[config.mk]
export PLATFORM = sky130hd
export DESIGN_NAME = clk_gate_sequencer
export DESIGN_NICKNAME = d
export VERILOG_FILES = /design/src/rtl/clk_gate_sequencer.sv
export SDC_FILE = /design/constraint.sdc
export NUM_CORES = 1
export LEC_CHECK = 0
export BUFFER_PORTS_ARGS = -buffer_cell sky130_fd_sc_hd__buf_2
export CORE_AREA = 2 2 125 127
export DETAILED_ROUTE_END_ITERATION = 12
export DIE_AREA = 0 0 127 129
export GPL_TIMING_DRIVEN = 0
export MAX_ROUTING_LAYER = met4
export SYNTH_ARGS = -nofsm -noshare
export SYNTH_HDL_FRONTEND = slang
export SYNTH_SLANG_ARGS = --single-unit
[constraint.sdc]
create_clock -name HCLK -period 7.3 [get_ports HCLK]
set_clock_uncertainty 0.15 [all_clocks]
set_input_delay 0.73 -clock HCLK [delete_from_list [all_inputs] [get_ports HCLK]]
set_output_delay 0.73 -clock HCLK [all_outputs]
set_load 0.02 [all_outputs]
[src/rtl/clk_gate_sequencer.sv]
// clk_gate_sequencer: applies requested clock-enable changes one gate at a time, waiting for idle before stopping a clock.
module clk_gate_sequencer #(
  parameter int N_GATES = 32,
  parameter logic [N_GATES-1:0] RESET_EN = {N_GATES{1'b1}},
  parameter int SETTLE_CYCLES = 4,
  parameter int TIMEOUT_CYCLES = 256
) (
  input  logic               HCLK,
  input  logic               HRESET,
  input  logic [N_GATES-1:0] clk_gate_req_i,
  input  logic [N_GATES-1:0] periph_idle_i,
  input  logic [N_GATES-1:0] err_clr_i,
  output logic [N_GATES-1:0] clk_en_o,
  output logic [N_GATES-1:0] err_o,
  output logic               busy_o
);
  localparam int IW = N_GATES > 1 ? $clog2(N_GATES) : 1;
  localparam int TW = $clog2(TIMEOUT_CYCLES + 1);
  localparam int SW = $clog2(SETTLE_CYCLES + 1);
  typedef enum logic [1:0] {IDLE, ENABLE, WAIT_IDLE, SETTLE} state_t;
  state_t state, nstate;
  logic [IW-1:0] idx, nidx, win;
  logic [TW-1:0] tcnt, ntcnt;
  logic [SW-1:0] scnt, nscnt;
  logic [N_GATES-1:0] mis, nen, nerr;
  assign busy_o = state != IDLE;
  always_comb begin
    mis = (clk_gate_req_i ^ clk_en_o) & ~err_o;
    win = '0;
    for (int i = N_GATES - 1; i >= 0; i--) if (mis[i]) win = IW'(i);
    nstate = state;
    nidx = idx;
    ntcnt = tcnt;
    nscnt = scnt;
    nen = clk_en_o;
    // a timeout set in this cycle overrides a coincident clear
    nerr = err_o & ~err_clr_i;
    case (state)
      IDLE: if (|mis) begin
        nidx = win;
        ntcnt = '0;
        nstate = clk_gate_req_i[win] ? ENABLE : WAIT_IDLE;
      end
      ENABLE: begin
        nen[idx] = 1'b1;
        nscnt = '0;
        nstate = SETTLE;
      end
      WAIT_IDLE: if (clk_gate_req_i[idx]) nstate = IDLE;
      else if (periph_idle_i[idx]) begin
        nen[idx] = 1'b0;
        nscnt = '0;
        nstate = SETTLE;
      end else if (tcnt == TW'(TIMEOUT_CYCLES - 1)) begin
        nerr[idx] = 1'b1;
        nstate = IDLE;
      end else ntcnt = tcnt + 1'b1;
      SETTLE: if (scnt == SW'(SETTLE_CYCLES - 1)) nstate = IDLE;
      else nscnt = scnt + 1'b1;
      default: nstate = IDLE;
    endcase
  end
  always_ff @(posedge HCLK) begin
    if (HRESET) begin
      state <= IDLE;
      idx <= '0;
      tcnt <= '0;
      scnt <= '0;
      clk_en_o <= RESET_EN;
      err_o <= '0;
    end else begin
      state <= nstate;
      idx <= nidx;
      tcnt <= ntcnt;
      scnt <= nscnt;
      clk_en_o <= nen;
      err_o <= nerr;
    end
  end
endmodule
Word-level counts from Yosys, hierarchy flattened
Cells that the tools add are included.

cells by class
  bitwise gates (word level) = 9
  shift operators = 0
  $lt $le $gt $ge = 3
  div/mod/pow operators = 0
  equal/unequal tests = 13
  reduce and logical (&&, ||, !) cells = 12
  mux-type cells = 63
  multiply operators = 0
  $add $sub $neg = 2

operators by type and width
  kind                                                                count
  2-to-1 mux 32 bit                                                   6
  2-to-1 mux 5 bit                                                    32
  AND 32 bit                                                          3
  NOT 32 bit                                                          3
  OR 32 bit                                                           2
  one-hot mux 32 bit (2 select lines)                                 1
  2-to-1 mux 9 bit                                                    4
  OR reduction 32 bit                                                 1
  bitwise XOR 32 bit                                                  1
  one-hot mux 9 bit (2 select lines)                                  1
  binary-select mux 1 bit (select 5 bit)                              3
  inequality test 2 bit (second input constant)                       7
  < comparator 5 x 6 -> 1 bit (second input constant)                 2
  2-to-1 mux 2 bit                                                    6
  adder 9 x 1 -> 9 bit (second input constant)                        1
  == test 9 x 8 -> 1 bit (second input constant)                      1
  2-to-1 mux 3 bit                                                    3
  one-hot mux 3 bit (3 select lines)                                  1
  one-hot mux 2 bit (4 select lines)                                  1
  AND reduction 3 bit                                                 2
  nonzero test 2 bit                                                  3
  demux 1 bit (select 5 bit)                                          1
  greater-or-equal comparator 5 x 1 -> 1 bit (second input constant)  1
  AND reduction 5 bit                                                 1
  other kinds (11)                                                    15

word-level totals
  memories = 0
  latch bits = 0
  input bits = 98
  word-level logic and storage cells = 108
  output and inout port bits = 65
  bits in read-only memories = 0
  register bits = 83
  bits in writable memories = 0

Longest topological paths before layout
  word-level depth = 39
  gate-level depth with buffers = 12

Worst setup path after synthesis
OpenSTA, ideal clock, no wires.

  path type = in2reg
  from = in clk_gate_req_i[14]
  to = reg state[0]
  setup time = 115 ps
  required time = 7035 ps
  data arrival time = 2821 ps
  stages = 11
  slack = 4214 ps
  cells stage by stage = xnor2_2 a2bb2o_4 a2111oi_4 o21ai_2 and2_1 clkbuf_1 and3_1 o41a_1 nand4_1 o211ai_1 o21a_1

on the way
  cells in the longest elaborated chain, start to end = 22
  elaborated cells between the ends (all ways) = 29

ends and longest elaborated chain
  what                                    RTL line  source
  start: declaration                      10        input logic [N_GATES-1:0] clk_gate_req_i,
  bitwise XOR 32 bit                      28        mis = (clk_gate_req_i ^ clk_en_o) & ~err_o;
  AND 32 bit                              28
  2-to-1 mux 5 bit (15 in a row)          30        for (int i = N_GATES - 1; i >= 0; i--) if (mis[i]) win = IW'(i);
  binary-select mux 1 bit (select 5 bit)  42        nstate = clk_gate_req_i[win] ? ENABLE : WAIT_IDLE;
  2-to-1 mux 1 bit (implied by the code)  42
  2-to-1 mux 2 bit                        42
  2-to-1 mux 2 bit                        39        IDLE: if (|mis) begin
  one-hot mux 2 bit (4 select lines)      38        case (state)
  end signal: assignment                  72        state <= nstate;
  end: declaration                        21        state_t state, nstate;

Parallel ways exist; a longest one is shown, timed or not. The select of a mux whose other input is x is not followed.
A chain may end at the register's enable or synchronous reset.

Worst setup path after layout
  from = reg idx[1]
  to = reg err_o[21]

on the way
  cells in the longest elaborated chain, start to end = 9
  elaborated cells between the ends (all ways) = 14

ends and longest elaborated chain
  what                                                                                                                    RTL line  source
  start: declaration                                                                                                      22        logic [IW-1:0] idx, nidx, win;
  start signal: assignment                                                                                                73        idx <= nidx;
  < comparator 5 x 6 -> 1 bit (implied by the code) / greater-or-equal comparator 5 x 1 -> 1 bit (equally long branches)  55        nerr[idx] = 1'b1;
  logical AND 1 bit (implied by the code)                                                                                 55
  2-to-1 mux 1 bit (implied by the code)                                                                                  55
  demux 1 bit (select 5 bit)                                                                                              55
  OR 32 bit (no source line)                                                                                              n/a
  2-to-1 mux 32 bit                                                                                                       54        end else if (tcnt == TW'(TIMEOUT_CYCLES - 1)) begin
  2-to-1 mux 32 bit                                                                                                       50        else if (periph_idle_i[idx]) begin
  2-to-1 mux 32 bit (*)                                                                                                   49        WAIT_IDLE: if (clk_gate_req_i[idx]) nstate = IDLE;
  2-to-1 mux 32 bit (*)                                                                                                   38
  end signal: assignment                                                                                                  77        err_o <= nerr;
  end: declaration                                                                                                        14        output logic [N_GATES-1:0] err_o,

Every way passes the cells marked *; elsewhere a longest branch is shown, timed or not. The select of a mux whose other input is x is not followed.

==> impl_metrics.json <==
{
  "crit_arrival_ps": 3880,
  "gp_congestion": 1.043,
  "setup.reg_to_reg.worst_slack_ps": 3550,
  "post-route-util_pct": 43.27,
  "row_count": 45,
  "critical_path_required_ps": 7430,
  "via_count_of_the_first_global_routing_pass": 5043,
  "drt_drc": 0,
  "finalCriticalPeriod_ps": 3746,
  "insertedDiodeCount": 0,
  "cp_cell_sequence": "buf_1, mux4_2, a22oi_1, nand4_1, nor3_1, nand2_1, nor2_1, a21oi_1, nor2_1",
  "maxCapViolations": 0,
  "post_layout_nonfiller_instances": 961,
  "vias": 5461,
  "place_inst": 945,
  "die-area_um2": 16380,
  "max_freq_mhz": 266.9,
  "tritoncts.num_buffers": 9,
  "mostFrequentLayoutCell": "sky130_fd_sc_hd__buf_2",
  "clock_insertion_delay_worst_skew_ps": 350,
  "cts_buffer_depth": 2,
  "drive_above_1_share_pct": 26.65,
  "yosys_warnings": 0,
  "ctsRootBufferMaster": "sky130_fd_sc_hd__clkbuf_16",
  "critical_path.slowest_cell": "sky130_fd_sc_hd__nor2_1",
  "power_per_cell_area_nw_per_um2": 233.1,
  "design.final.nets": 870,
  "antenna_found_initial": 0,
  "start_util_pct": 34.22,
  "grt_first_pass_wirelength_mm": 29.72,
  "r2r.worst_path.cells": 9,
  "critical_path.most_common_cell": "sky130_fd_sc_hd__nor2_1",
  "relSlewSlack_pct": 11.59,
  "groute.usage.overall_pct": 24.66,
  "fp.dieW_um": 127,
  "floorplan.die.height_um": 129,
  "irDropWorstVdd_mv": 0.1116,
  "synth_top_flop_cell": "sky130_fd_sc_hd__dfxtp_1",
  "placement.io_buffers": 161,
  "drtPass1Iterations": 8,
  "wl_per_cell_um": 20.57,
  "cts_repair_resize_count": 0,
  "synth.avg_cell_area_um2": 8.599,
  "top_level_ports": 163,
  "overflow": 0,
  "synthCells": 596,
  "number_of_distinct_library_cells_after_synthesis": 64,
  "slew_violations": 0,
  "cts-hold-fix-buffers": 0,
  "dp_hpwl_mm": 14.94,
  "yosys_register_bits": 83,
  "postCtsSetupBuffers": 0,
  "tritoncts_num_sinks": 83,
  "transition_time_at_the_pin_with_the_least_slew_margin_ps": 1321,
  "layout_worst_path_cycle_share_pct": 51.32,
  "syn-num-nets": 698,
  "grt_setup_unrepaired": "false",
  "clk_pin_slew_ps": 60,
  "number_of_stages_on_the_worst_hold_path": 2,
  "fp.coreArea_um2": 14980,
  "cts_tree": "built",
  "wl_mm": 19.76,
  "cp-end-kind": "flop",
  "drt-vias-per-instance": 5.683,
  "drt_iter0_markers": 534,
  "flow.area_growth_from_synthesis_pct": 26.46,
  "status": "complete, no violations",
  "layout_common_cells": "163 x sky130_fd_sc_hd__buf_2, 83 x sky130_fd_sc_hd__dfxtp_1, 82 x sky130_fd_sc_hd__nor2_1",
  "fin_setup_tns_ps": 0,
  "async_flop_share_pct": 0,
  "timing.critical_path.fanout_max": 10,
  "synth_enable_flop_cells": 0,
  "drt.antenna.violating_nets": 0,
  "grt_max_degree": 14,
  "timing.critical_path.from_type": "flop",
  "timing_hold_violations_final": 0,
  "path_class": "flop to flop",
  "depth_of_the_cts_h_tree": 3,
  "synth_seq_area_share_pct": 32.42,
  "setup_viol": 0,
  "syn-cell-area_um2": 5125,
  "fin_hold_ws_ps": 312.3,
  "holdCritPathClass": "flop to flop",
  "worst_path_largest_cell_delay_ps": 1020,
  "power_leakage_uw": 0.002458
}
==> logic make-up (layout without fill, tap and decap cells) <==
family / after synthesis / count (layout) / share of synthesized area (%)
AO/OA/AOI/OAI: 172 / 172 / 25.98
XOR/XNOR: 40 / 40 / 6.982
adder cells (fa/ha/maj): 4 / 4 / 0.9766
buffers and inverters: 44 / 221 / 3.418
flip-flops: 83 / 83 / 32.42
multiplexers: 29 / 29 / 9.692
AND/OR/NAND/NOR: 224 / 224 / 20.53
==> critical path: cells and delay by family (launching register included) <==
family	cells	cell delay, ps
AO/OA/AOI/OAI	2	390
buffers and inverters	1	580
flip-flops	1	420
multiplexers	1	450
AND/OR/NAND/NOR	5	1680
==> synthesized netlist by cell type (all sizes together), types with 8 or more instances <==
cell type / number / share of area, %
xnor2: 30 / 5.3
dfxtp: 83 / 32
nor2b: 25 / 3.1
a2bb2oi: 11 / 1.9
a22oi: 9 / 1.3
nor2: 82 / 6.0
a21oi: 36 / 3.7
nand2: 61 / 4.5
buf: 8 / 0.78
mux4: 16 / 7.1
inv: 15 / 1.1
mux2i: 11 / 2.1
a221o: 33 / 6.4
a211oi: 9 / 1.3
nor3: 12 / 1.4
o22ai: 19 / 2.3
xor2: 10 / 1.7
clkbuf: 21 / 1.5
o21ai: 11 / 1.1
==> path summary, 6_finish.rpt <==
check	from	endpoint
setup / recovery	idx[1]	err_o[21]
hold reg to reg	scnt[1]	scnt[1]
hold / removal	scnt[1]	scnt[1]
setup reg to reg	idx[1]	err_o[21]
==> per-stage QoR <==
stage / total power [uW] / worst slack, ps / cell area (um2)
after floorplan: 849.5 / 4214 / 5125
after global placement: 1020 / 3522 / 6166
after detailed placement: 1020 / 3589 / 6171
after CTS: 1506 / 3608 / 6481
after global routing: 1580 / 3354 / 6481
final: 1511 / 3554 / 6481
==> report_power, final <==
part | internal [uW] | switching, uW
logic | 196 | 323
registers | 473 | 28.3
clock network | 299 | 193
total | 967 | 544
==> layer usage <==
layer  vias up  track usage [%]  wire [um]
li1       2579                -          -
met1      2619            33.95       9050
met2       236            37.57       8852
met3        27            4.657       1582
met4         0            5.947        279
met5         -                -          0
==> final cells by class <==
type                       count  area [um2]
clock inverter                 5       77.57
inverter                      15       56.30
clock buffer                  11       232.7
fill                        1550        8496
tap                          188       235.2
multi-input combinational    469        3293
buffer                        29       118.9
timing repair buffer         161       805.8
sequential                    83        1662
Note: power is estimated with default switching activity, not from simulation.
